## config.mk

```make
export PLATFORM = sky130hd
export DESIGN_NAME = mem_port_arb_flat
export DESIGN_NICKNAME = d
export VERILOG_FILES = /design/src/rtl/mem_port_arb_if.sv /design/src/rtl/mem_port_arb.sv /design/src/flat_wrapper.sv
export SDC_FILE = /design/constraint.sdc
export NUM_CORES = 1
export LEC_CHECK = 0
export ABC_CLOCK_PERIOD_IN_PS = 2000
export CORE_AREA = 2 2 109 111
export DETAILED_ROUTE_END_ITERATION = 10
export DIE_AREA = 0 0 111 113
export PLACE_DENSITY = 0.67
export SYNTH_ARGS = -nofsm -noshare
export SYNTH_HDL_FRONTEND = slang
export SYNTH_SLANG_ARGS = --single-unit
export TNS_END_PERCENT = 100
```

## constraint.sdc

```tcl
create_clock -name clock -period 2 [get_ports clock]
set_clock_uncertainty 0.1 [all_clocks]
set_input_delay 0.4 -clock clock [delete_from_list [all_inputs] [get_ports clock]]
set_output_delay 0.4 -clock clock [all_outputs]
set_load 0.03 [all_outputs]
```

## src/rtl/mem_port_arb_if.sv

```systemverilog
// Requester, response and memory-port signals of mem_port_arb, grouped per side.
// The arbiter connects through the slave modport; requesters plus memory use master.
interface mem_port_arb_if #(
    parameter int NCH = 2,
    parameter int AW  = 32,
    parameter int DW  = 32
);
    logic [NCH-1:0]        req_valid;
    logic [NCH-1:0]        req_ready;
    logic [NCH-1:0]        req_wr;
    logic [NCH*AW-1:0]     req_addr;
    logic [NCH*DW-1:0]     req_wdata;
    logic [NCH*DW/8-1:0]   req_wstrb;

    logic [NCH-1:0]        resp_valid;
    logic [NCH-1:0]        resp_ready;
    logic [DW-1:0]         resp_rdata;

    logic                  mem_en;
    logic                  mem_wr;
    logic [AW-1:0]         mem_addr;
    logic [DW-1:0]         mem_wdata;
    logic [DW/8-1:0]       mem_wstrb;
    logic [DW-1:0]         mem_rdata;

    modport master (
        output req_valid, req_wr, req_addr, req_wdata, req_wstrb, resp_ready, mem_rdata,
        input  req_ready, resp_valid, resp_rdata, mem_en, mem_wr, mem_addr, mem_wdata, mem_wstrb
    );

    modport slave (
        input  req_valid, req_wr, req_addr, req_wdata, req_wstrb, resp_ready, mem_rdata,
        output req_ready, resp_valid, resp_rdata, mem_en, mem_wr, mem_addr, mem_wdata, mem_wstrb
    );
endinterface

```

## src/rtl/mem_port_arb.sv

```systemverilog
// Round-robin arbiter sharing one fixed-latency memory port among NCH requesters,
// with exactly one transaction outstanding at a time.
module mem_port_arb #(
    parameter int NCH = 2,
    parameter int AW  = 32,
    parameter int DW  = 32,
    parameter int LAT = 1
) (
    input logic           clock,
    input logic           reset,
    mem_port_arb_if.slave bus
);
    localparam int         CHW     = (NCH > 2) ? 2 : 1;
    localparam int         SW      = DW / 8;
    localparam logic [2:0] LAT_CNT = 3'(LAT);

    typedef enum logic [1:0] {
        IDLE = 2'd0,
        WAIT = 2'd1,
        RESP = 2'd2
    } state_t;

    state_t         state_q, state_d;
    logic [CHW-1:0] last_q, last_d;
    logic [CHW-1:0] chan_q, chan_d;
    logic           wr_q, wr_d;
    logic [2:0]     cnt_q, cnt_d;
    logic [DW-1:0]  rdata_q, rdata_d;

    logic           grant_hit;
    logic           grant;
    logic [CHW-1:0] grant_idx;
    logic           sel_wr;
    logic [AW-1:0]  sel_addr;
    logic [DW-1:0]  sel_wdata;
    logic [SW-1:0]  sel_wstrb;
    logic           resp_ack;

    // Search offsets from farthest to nearest so the channel right after last_q wins.
    always_comb begin
        grant_hit = 1'b0;
        grant_idx = '0;
        for (int k = NCH; k >= 1; k--) begin
            for (int c = 0; c < NCH; c++) begin
                if (bus.req_valid[c] && (c == (int'(last_q) + k) % NCH)) begin
                    grant_hit = 1'b1;
                    grant_idx = CHW'(c);
                end
            end
        end
    end

    // Reset gates the grant so nothing is accepted while reset is held low.
    assign grant = grant_hit && (state_q == IDLE) && reset;

    always_comb begin
        sel_wr    = 1'b0;
        sel_addr  = '0;
        sel_wdata = '0;
        sel_wstrb = '0;
        for (int c = 0; c < NCH; c++) begin
            if (CHW'(c) == grant_idx) begin
                sel_wr    = bus.req_wr[c];
                sel_addr  = bus.req_addr[c*AW +: AW];
                sel_wdata = bus.req_wdata[c*DW +: DW];
                sel_wstrb = bus.req_wstrb[c*SW +: SW];
            end
        end
    end

    always_comb begin
        resp_ack = 1'b0;
        for (int c = 0; c < NCH; c++) begin
            if (CHW'(c) == chan_q) begin
                resp_ack = bus.resp_ready[c];
            end
        end
    end

    always_ff @(posedge clock or negedge reset) begin
        if (!reset) begin
            state_q <= IDLE;
            last_q  <= CHW'(NCH - 1);
            chan_q  <= '0;
            wr_q    <= 1'b0;
            cnt_q   <= 3'd0;
            rdata_q <= '0;
        end else begin
            state_q <= state_d;
            last_q  <= last_d;
            chan_q  <= chan_d;
            wr_q    <= wr_d;
            cnt_q   <= cnt_d;
            rdata_q <= rdata_d;
        end
    end

    // Count 1 in WAIT is the cycle mem_rdata is valid for the outstanding read.
    always_comb begin
        state_d = state_q;
        last_d  = last_q;
        chan_d  = chan_q;
        wr_d    = wr_q;
        cnt_d   = cnt_q;
        rdata_d = rdata_q;
        unique case (state_q)
            IDLE: begin
                if (grant) begin
                    state_d = WAIT;
                    last_d  = grant_idx;
                    chan_d  = grant_idx;
                    wr_d    = sel_wr;
                    cnt_d   = LAT_CNT;
                end
            end
            WAIT: begin
                cnt_d = cnt_q - 3'd1;
                if (cnt_q == 3'd1) begin
                    state_d = RESP;
                    rdata_d = wr_q ? '0 : bus.mem_rdata;
                end
            end
            RESP: begin
                if (resp_ack) begin
                    state_d = IDLE;
                end
            end
            default: state_d = IDLE;
        endcase
    end

    always_comb begin
        bus.req_ready  = '0;
        bus.resp_valid = '0;
        bus.mem_en     = 1'b0;
        bus.mem_wr     = 1'b0;
        bus.mem_addr   = '0;
        bus.mem_wdata  = '0;
        bus.mem_wstrb  = '0;
        for (int c = 0; c < NCH; c++) begin
            if (grant && (CHW'(c) == grant_idx)) begin
                bus.req_ready[c] = 1'b1;
            end
            if ((state_q == RESP) && (CHW'(c) == chan_q)) begin
                bus.resp_valid[c] = 1'b1;
            end
        end
        if (grant) begin
            bus.mem_en    = 1'b1;
            bus.mem_wr    = sel_wr;
            bus.mem_addr  = sel_addr;
            bus.mem_wdata = sel_wdata;
            bus.mem_wstrb = sel_wstrb;
        end
    end

    assign bus.resp_rdata = rdata_q;

endmodule

```

## src/flat_wrapper.sv

```systemverilog
// flat-port wrapper written by rule: the top's interface ports become plain ports
module mem_port_arb_flat 
#(
    parameter int NCH = 2,
    parameter int AW  = 32,
    parameter int DW  = 32,
    parameter int LAT = 1
)
  (clock, reset, bus_req_valid, bus_req_wr, bus_req_addr, bus_req_wdata, bus_req_wstrb, bus_resp_ready, bus_mem_rdata, bus_req_ready, bus_resp_valid, bus_resp_rdata, bus_mem_en, bus_mem_wr, bus_mem_addr, bus_mem_wdata, bus_mem_wstrb);
  mem_port_arb_if #(.NCH(NCH), .AW(AW), .DW(DW)) bus_i ();
  input logic clock;
  input logic reset;
  input wire logic [$bits(bus_i.req_valid)-1:0] bus_req_valid;
  input wire logic [$bits(bus_i.req_wr)-1:0] bus_req_wr;
  input wire logic [$bits(bus_i.req_addr)-1:0] bus_req_addr;
  input wire logic [$bits(bus_i.req_wdata)-1:0] bus_req_wdata;
  input wire logic [$bits(bus_i.req_wstrb)-1:0] bus_req_wstrb;
  input wire logic [$bits(bus_i.resp_ready)-1:0] bus_resp_ready;
  input wire logic [$bits(bus_i.mem_rdata)-1:0] bus_mem_rdata;
  output wire logic [$bits(bus_i.req_ready)-1:0] bus_req_ready;
  output wire logic [$bits(bus_i.resp_valid)-1:0] bus_resp_valid;
  output wire logic [$bits(bus_i.resp_rdata)-1:0] bus_resp_rdata;
  output wire logic [$bits(bus_i.mem_en)-1:0] bus_mem_en;
  output wire logic [$bits(bus_i.mem_wr)-1:0] bus_mem_wr;
  output wire logic [$bits(bus_i.mem_addr)-1:0] bus_mem_addr;
  output wire logic [$bits(bus_i.mem_wdata)-1:0] bus_mem_wdata;
  output wire logic [$bits(bus_i.mem_wstrb)-1:0] bus_mem_wstrb;
  assign bus_i.req_valid = bus_req_valid;
  assign bus_i.req_wr = bus_req_wr;
  assign bus_i.req_addr = bus_req_addr;
  assign bus_i.req_wdata = bus_req_wdata;
  assign bus_i.req_wstrb = bus_req_wstrb;
  assign bus_i.resp_ready = bus_resp_ready;
  assign bus_i.mem_rdata = bus_mem_rdata;
  assign bus_req_ready = bus_i.req_ready;
  assign bus_resp_valid = bus_i.resp_valid;
  assign bus_resp_rdata = bus_i.resp_rdata;
  assign bus_mem_en = bus_i.mem_en;
  assign bus_mem_wr = bus_i.mem_wr;
  assign bus_mem_addr = bus_i.mem_addr;
  assign bus_mem_wdata = bus_i.mem_wdata;
  assign bus_mem_wstrb = bus_i.mem_wstrb;
  mem_port_arb #(.NCH(NCH), .AW(AW), .DW(DW), .LAT(LAT)) u_core (.clock(clock), .reset(reset), .bus(bus_i));
endmodule
```

## Yosys cells after proc, flatten, opt, wreduce, memory -nomap -nowiden

Cells that the tools add are included.

- Reductions and logical operators: 18
- Bitwise logic cells: 4
- Eq/ne operators: 8
- Add/sub/neg operators: 3
- Muxes and demuxes: 28

Operators by type and width:

| cell | count |
|---|---|
| $mux W32 | 5 |
| $logic_not A32 Y1 | 2 |
| $mux W1 | 15 |
| $logic_and A1 B1 Y1 | 10 |
| $mux W4 | 2 |
| $mux W2 | 3 |
| $ne A2 B1 Y1 const B | 3 |
| $pmux W2 S3 | 1 |
| $pmux W3 S2 | 1 |
| $reduce_and A2 Y1 | 3 |
| $eq A2 B2 Y1 const A | 2 |
| $eq A3 B1 Y1 const B | 1 |
| $mux W3 | 1 |
| $reduce_and A3 Y1 | 1 |
| $sub A3 B1 Y3 const B | 1 |
| $add A1 B1 Y1 const B | 2 |
| $and A1 B1 Y1 const A | 2 |
| $eq A2 B1 Y1 const B | 1 |
| $eq A2 B2 Y1 const B | 1 |
| $logic_not A2 Y1 | 1 |
| $not A1 Y1 | 2 |
| $reduce_bool A2 Y1 | 1 |

- Output and inout port bits: 106
- Register bits: 40

## Longest topological paths before layout

- Depth after elaboration: 12
- Mapped depth: 7

## Worst setup path after synthesis

No wires, ideal clock.

- Kind: reg2out
- Start point: register u_core.state_q[0]
- End point: output bus_mem_wdata[27]
- Stages on the path, launching flop included: 6
- Arrival time: 1.515 ns
- Required time: 1.500 ns
- Setup slack: -0.015 ns
- Cell sequence: dfrtp_1 -> nor3b_4 -> and3_1 -> buf_6 -> buf_8 -> a22o_1

- Cells in the longest elaborated chain, start to end: 4

Ends and longest elaborated chain:

| what | RTL line | RTL |
|---|---|---|
| start, declared | mem_port_arb.sv:23 | `state_t state_q, state_d;` |
| start signal, assigned | mem_port_arb.sv:89 | `state_q <= state_d;` |
| $logic_not A2 Y1 | mem_port_arb.sv:54 | `assign grant = grant_hit && (state_q == IDLE) && reset;` |
| $logic_and A1 B1 Y1 (2 in a row) | mem_port_arb.sv:54 |  |
| $mux W32 | mem_port_arb.sv:148 | `if (grant) begin` |
| end, declared | flat_wrapper.sv:26 | `output wire logic [$bits(bus_i.mem_wdata)-1:0] bus_mem_wdata;` |

No other way between the ends.

## Worst setup path after layout

- Start point: register u_core.state_q[1]
- End point: output bus_mem_wdata[19]

The elaborated chain is that of the path after synthesis.

==> results <==
## layer usage
layer,vias to the layer above,part of all wire
li1,1537,-
met1,1492,0.39
met2,159,0.50
met3,12,0.098
met4,0,0.015
met5,-,0
## registers in the layout (all words and copies together) (netlist names)
signal	flops
u_core.bus.resp_rdata	32
u_core.cnt_q	3
u_core.state_q	2
u_core.chan_q	1
u_core.last_q	1
u_core.wr_q	1
## cell usage after synthesis, drive strengths merged
cell type and n:
ha 2, a211oi 1, xor2 1, nand4bb 1, dfstp 1, o21ai 34
a22o 69, or2 1, mux2 1, clkbuf 7, buf 19, a21oi 4
nand2 67, nor2 4, nand3b 1, inv 5, nand2b 2, and3 2
or2b 1, a221o 1, o22ai 1, nor3b 1, dfrtp 39, nor2b 2
## where the power goes
part | switching (mW) | internal, mW
Sequential | 0.198 | 1.16
Combinational | 2.39 | 2.09
Clock | 0.320 | 0.586
Total | 2.91 | 3.83
## worst max-delay path by stage
stage          slack [ps]  cells after the start                end         startpoint
2_1_floorplan          30                      5    bus_mem_addr[0]  u_core.state_q[0]
3_3_place_gp         -320                      6    bus_mem_addr[8]   bus_req_valid[1]
3_5_place_dp         -340                      6    bus_mem_addr[6]   bus_req_valid[1]
4_1_cts              -320                      5  bus_mem_wdata[31]  u_core.state_q[0]
5_1_grt              -380                      5  bus_mem_wdata[31]  u_core.state_q[1]
6_report             -330                      5  bus_mem_wdata[19]  u_core.state_q[1]
## critical path: cells and delay by family (launching register included)
kind | cells | cell delay (ps)
AO/OA/AOI/OAI | 1 | 200
flip-flops | 1 | 410
AND/OR/NAND/NOR | 2 | 620
buffers and inverters | 2 | 330
## cell families (layout without fill, tap and decap cells)
family	after synthesis	in the layout	synth area share
buffers and inverters	31	315	0.09715
adder cells (fa/ha/maj)	2	2	0.01017
other	0	3	0
XOR/XNOR	1	1	0.003561
AO/OA/AOI/OAI	110	110	0.3327
flip-flops	40	40	0.4074
multiplexers	1	1	0.004577
AND/OR/NAND/NOR	82	82	0.1445
## cells in the final DEF (no fill, tap or decap), types with 6 or more instances in the layout
cell type and count:
a22o_1 58, a22o_2 9, buf_12 12, buf_4 13, buf_6 64, clkbuf_16 6
clkdlybuf4s50_1 204, dfrtp_1 39, nand2_1 67, o21ai_0 34
## timing repair
item	in CTS	in global routing
pin swaps	2	3
resized for setup	72	5
buffers inserted	2	0
cloned	3	1
endpoints found under the setup margin	71	72
## final cells by class
class,instances,share of cell area
timing repair buffer,302,0.5531
multi-input combinational,196,0.2139
sequential,40,0.1698
tap,143,0.03032
clock buffer,5,0.02120
clock inverter,3,0.007208
inverter,5,0.003180
antenna,3,0.001272
## per-stage QoR
| stage | area, µm² | util |
|---|---|---|
| 4_1_cts | 5852 | 0.5191 |
| 2_1_floorplan | 2471 | - |
| 5_1_grt | 5894 | 0.5229 |
| 6_report | 5902 | 0.5236 |
| 3_3_place_gp | 5323 | 0.4722 |
| 3_5_place_dp | 5323 | 0.4722 |
==> run metrics <==
Least-Margin Pin Slew 509.1 ps; Detail Route Antenna Nets 0; RSZ-0062 raised after global routing true; clk_lat worst skew 270 ps; Final Hold Fails 0; Mapped Area 0.002460 mm²; largest net degree at the start of global routing 66; CP Cell Sequence nor3b_4 > and3_4 > buf_8 > a22o_1 > buf_6; Initial Util 0.2182; most used routing layer met2; total number of vias 3200; CTS Sinks 40; fin crit share 1.163; CTS root buf clkbuf_16; drc violations 0; leading area contributor after synthesis dfrtp_1; Final TNS setup -19640 ps; worst reg-to-reg path cell count 5; syn nets 445; final cell count without fillers 697; Core ar. 0.01127 mm²; remaining global-route overflow 0; status finished with violations; Worst setup SP type flip-flop; vias in the first global route 3296; total power 6.743 mW; DR iter-0 viols 141; register area share after synthesis 0.4074; H-tree lvl count 2; Wirelength per Cell 17.94 µm; # fillers 991; hold_buf cts 0; clk buf depth 2; worst-path fanout max 12; Placed Instances 680; CTS tree built; WP data required 1500 ps; clk slew on worst S/H paths 60 ps; count of cell types in the netlist 28; Avg Vias per Cell 4.591; met3 Resource Use GR 0.06909; die width 111 µm; port bufs 281; Setup violations, final 71; Max Cap Viol 0; die area 0.01254 mm²; Max VDD drop 703.6 µV; dpl ws -336.6 ps; Critical Path Slowest Stage Cell dfrtp_1; FF-to-FF End u_core.wr_q; Synth area leaders dfrtp_1 (40%), a22o_1 (25%), nand2_1 (10%); FMAX 0.4298 GHz; Worst EP arrival 1830 ps; Final GP Congestion 0.8234; Slew Limit Fails 0; failing checks negative setup slack; Slew HR 0.6606; clock period minus worst slack 2326 ps; Seq cells post-synth 40; Yosys top cell area share 0.3967; area of the multi-input gates 0.001262 mm²; final wirelength 12.50 mm; worst hold-check path type input pin to asynchronous set/reset pin; CTS buffer count 5; P_leak 2.587 nW; Area Overhead vs Synth 139.9%; initial antenna violation count 4; All-Layer GR Usage 0.1884; PwrDens 1143 mW/mm²; WHS 108.5 ps; CP peak stage delay 410 ps; num rows 39; reg-to-reg slack, setup 360 ps; YS warnings 0; worst r2r src u_core.state_q[1]; global-route wire length before repair 18.67 mm; met1 usage 0.2249; Syn Inst Count 267; Critical Path End Type output pin; number of top-level pins 282; share of cells above drive strength 1 0.2214; Die Ht 113 µm; DR pass1 iterations 6; WS Path Type flip-flop to output pin; Nets 728; Avg Inst Size Synth 9.213 µm²; HPWL after DPL 9.796 mm; met2 GRT Util 0.3264; Reg area 0.001002 mm²; post-route worst setup slack -326.4 ps
(Power assumes the default switching activity.)
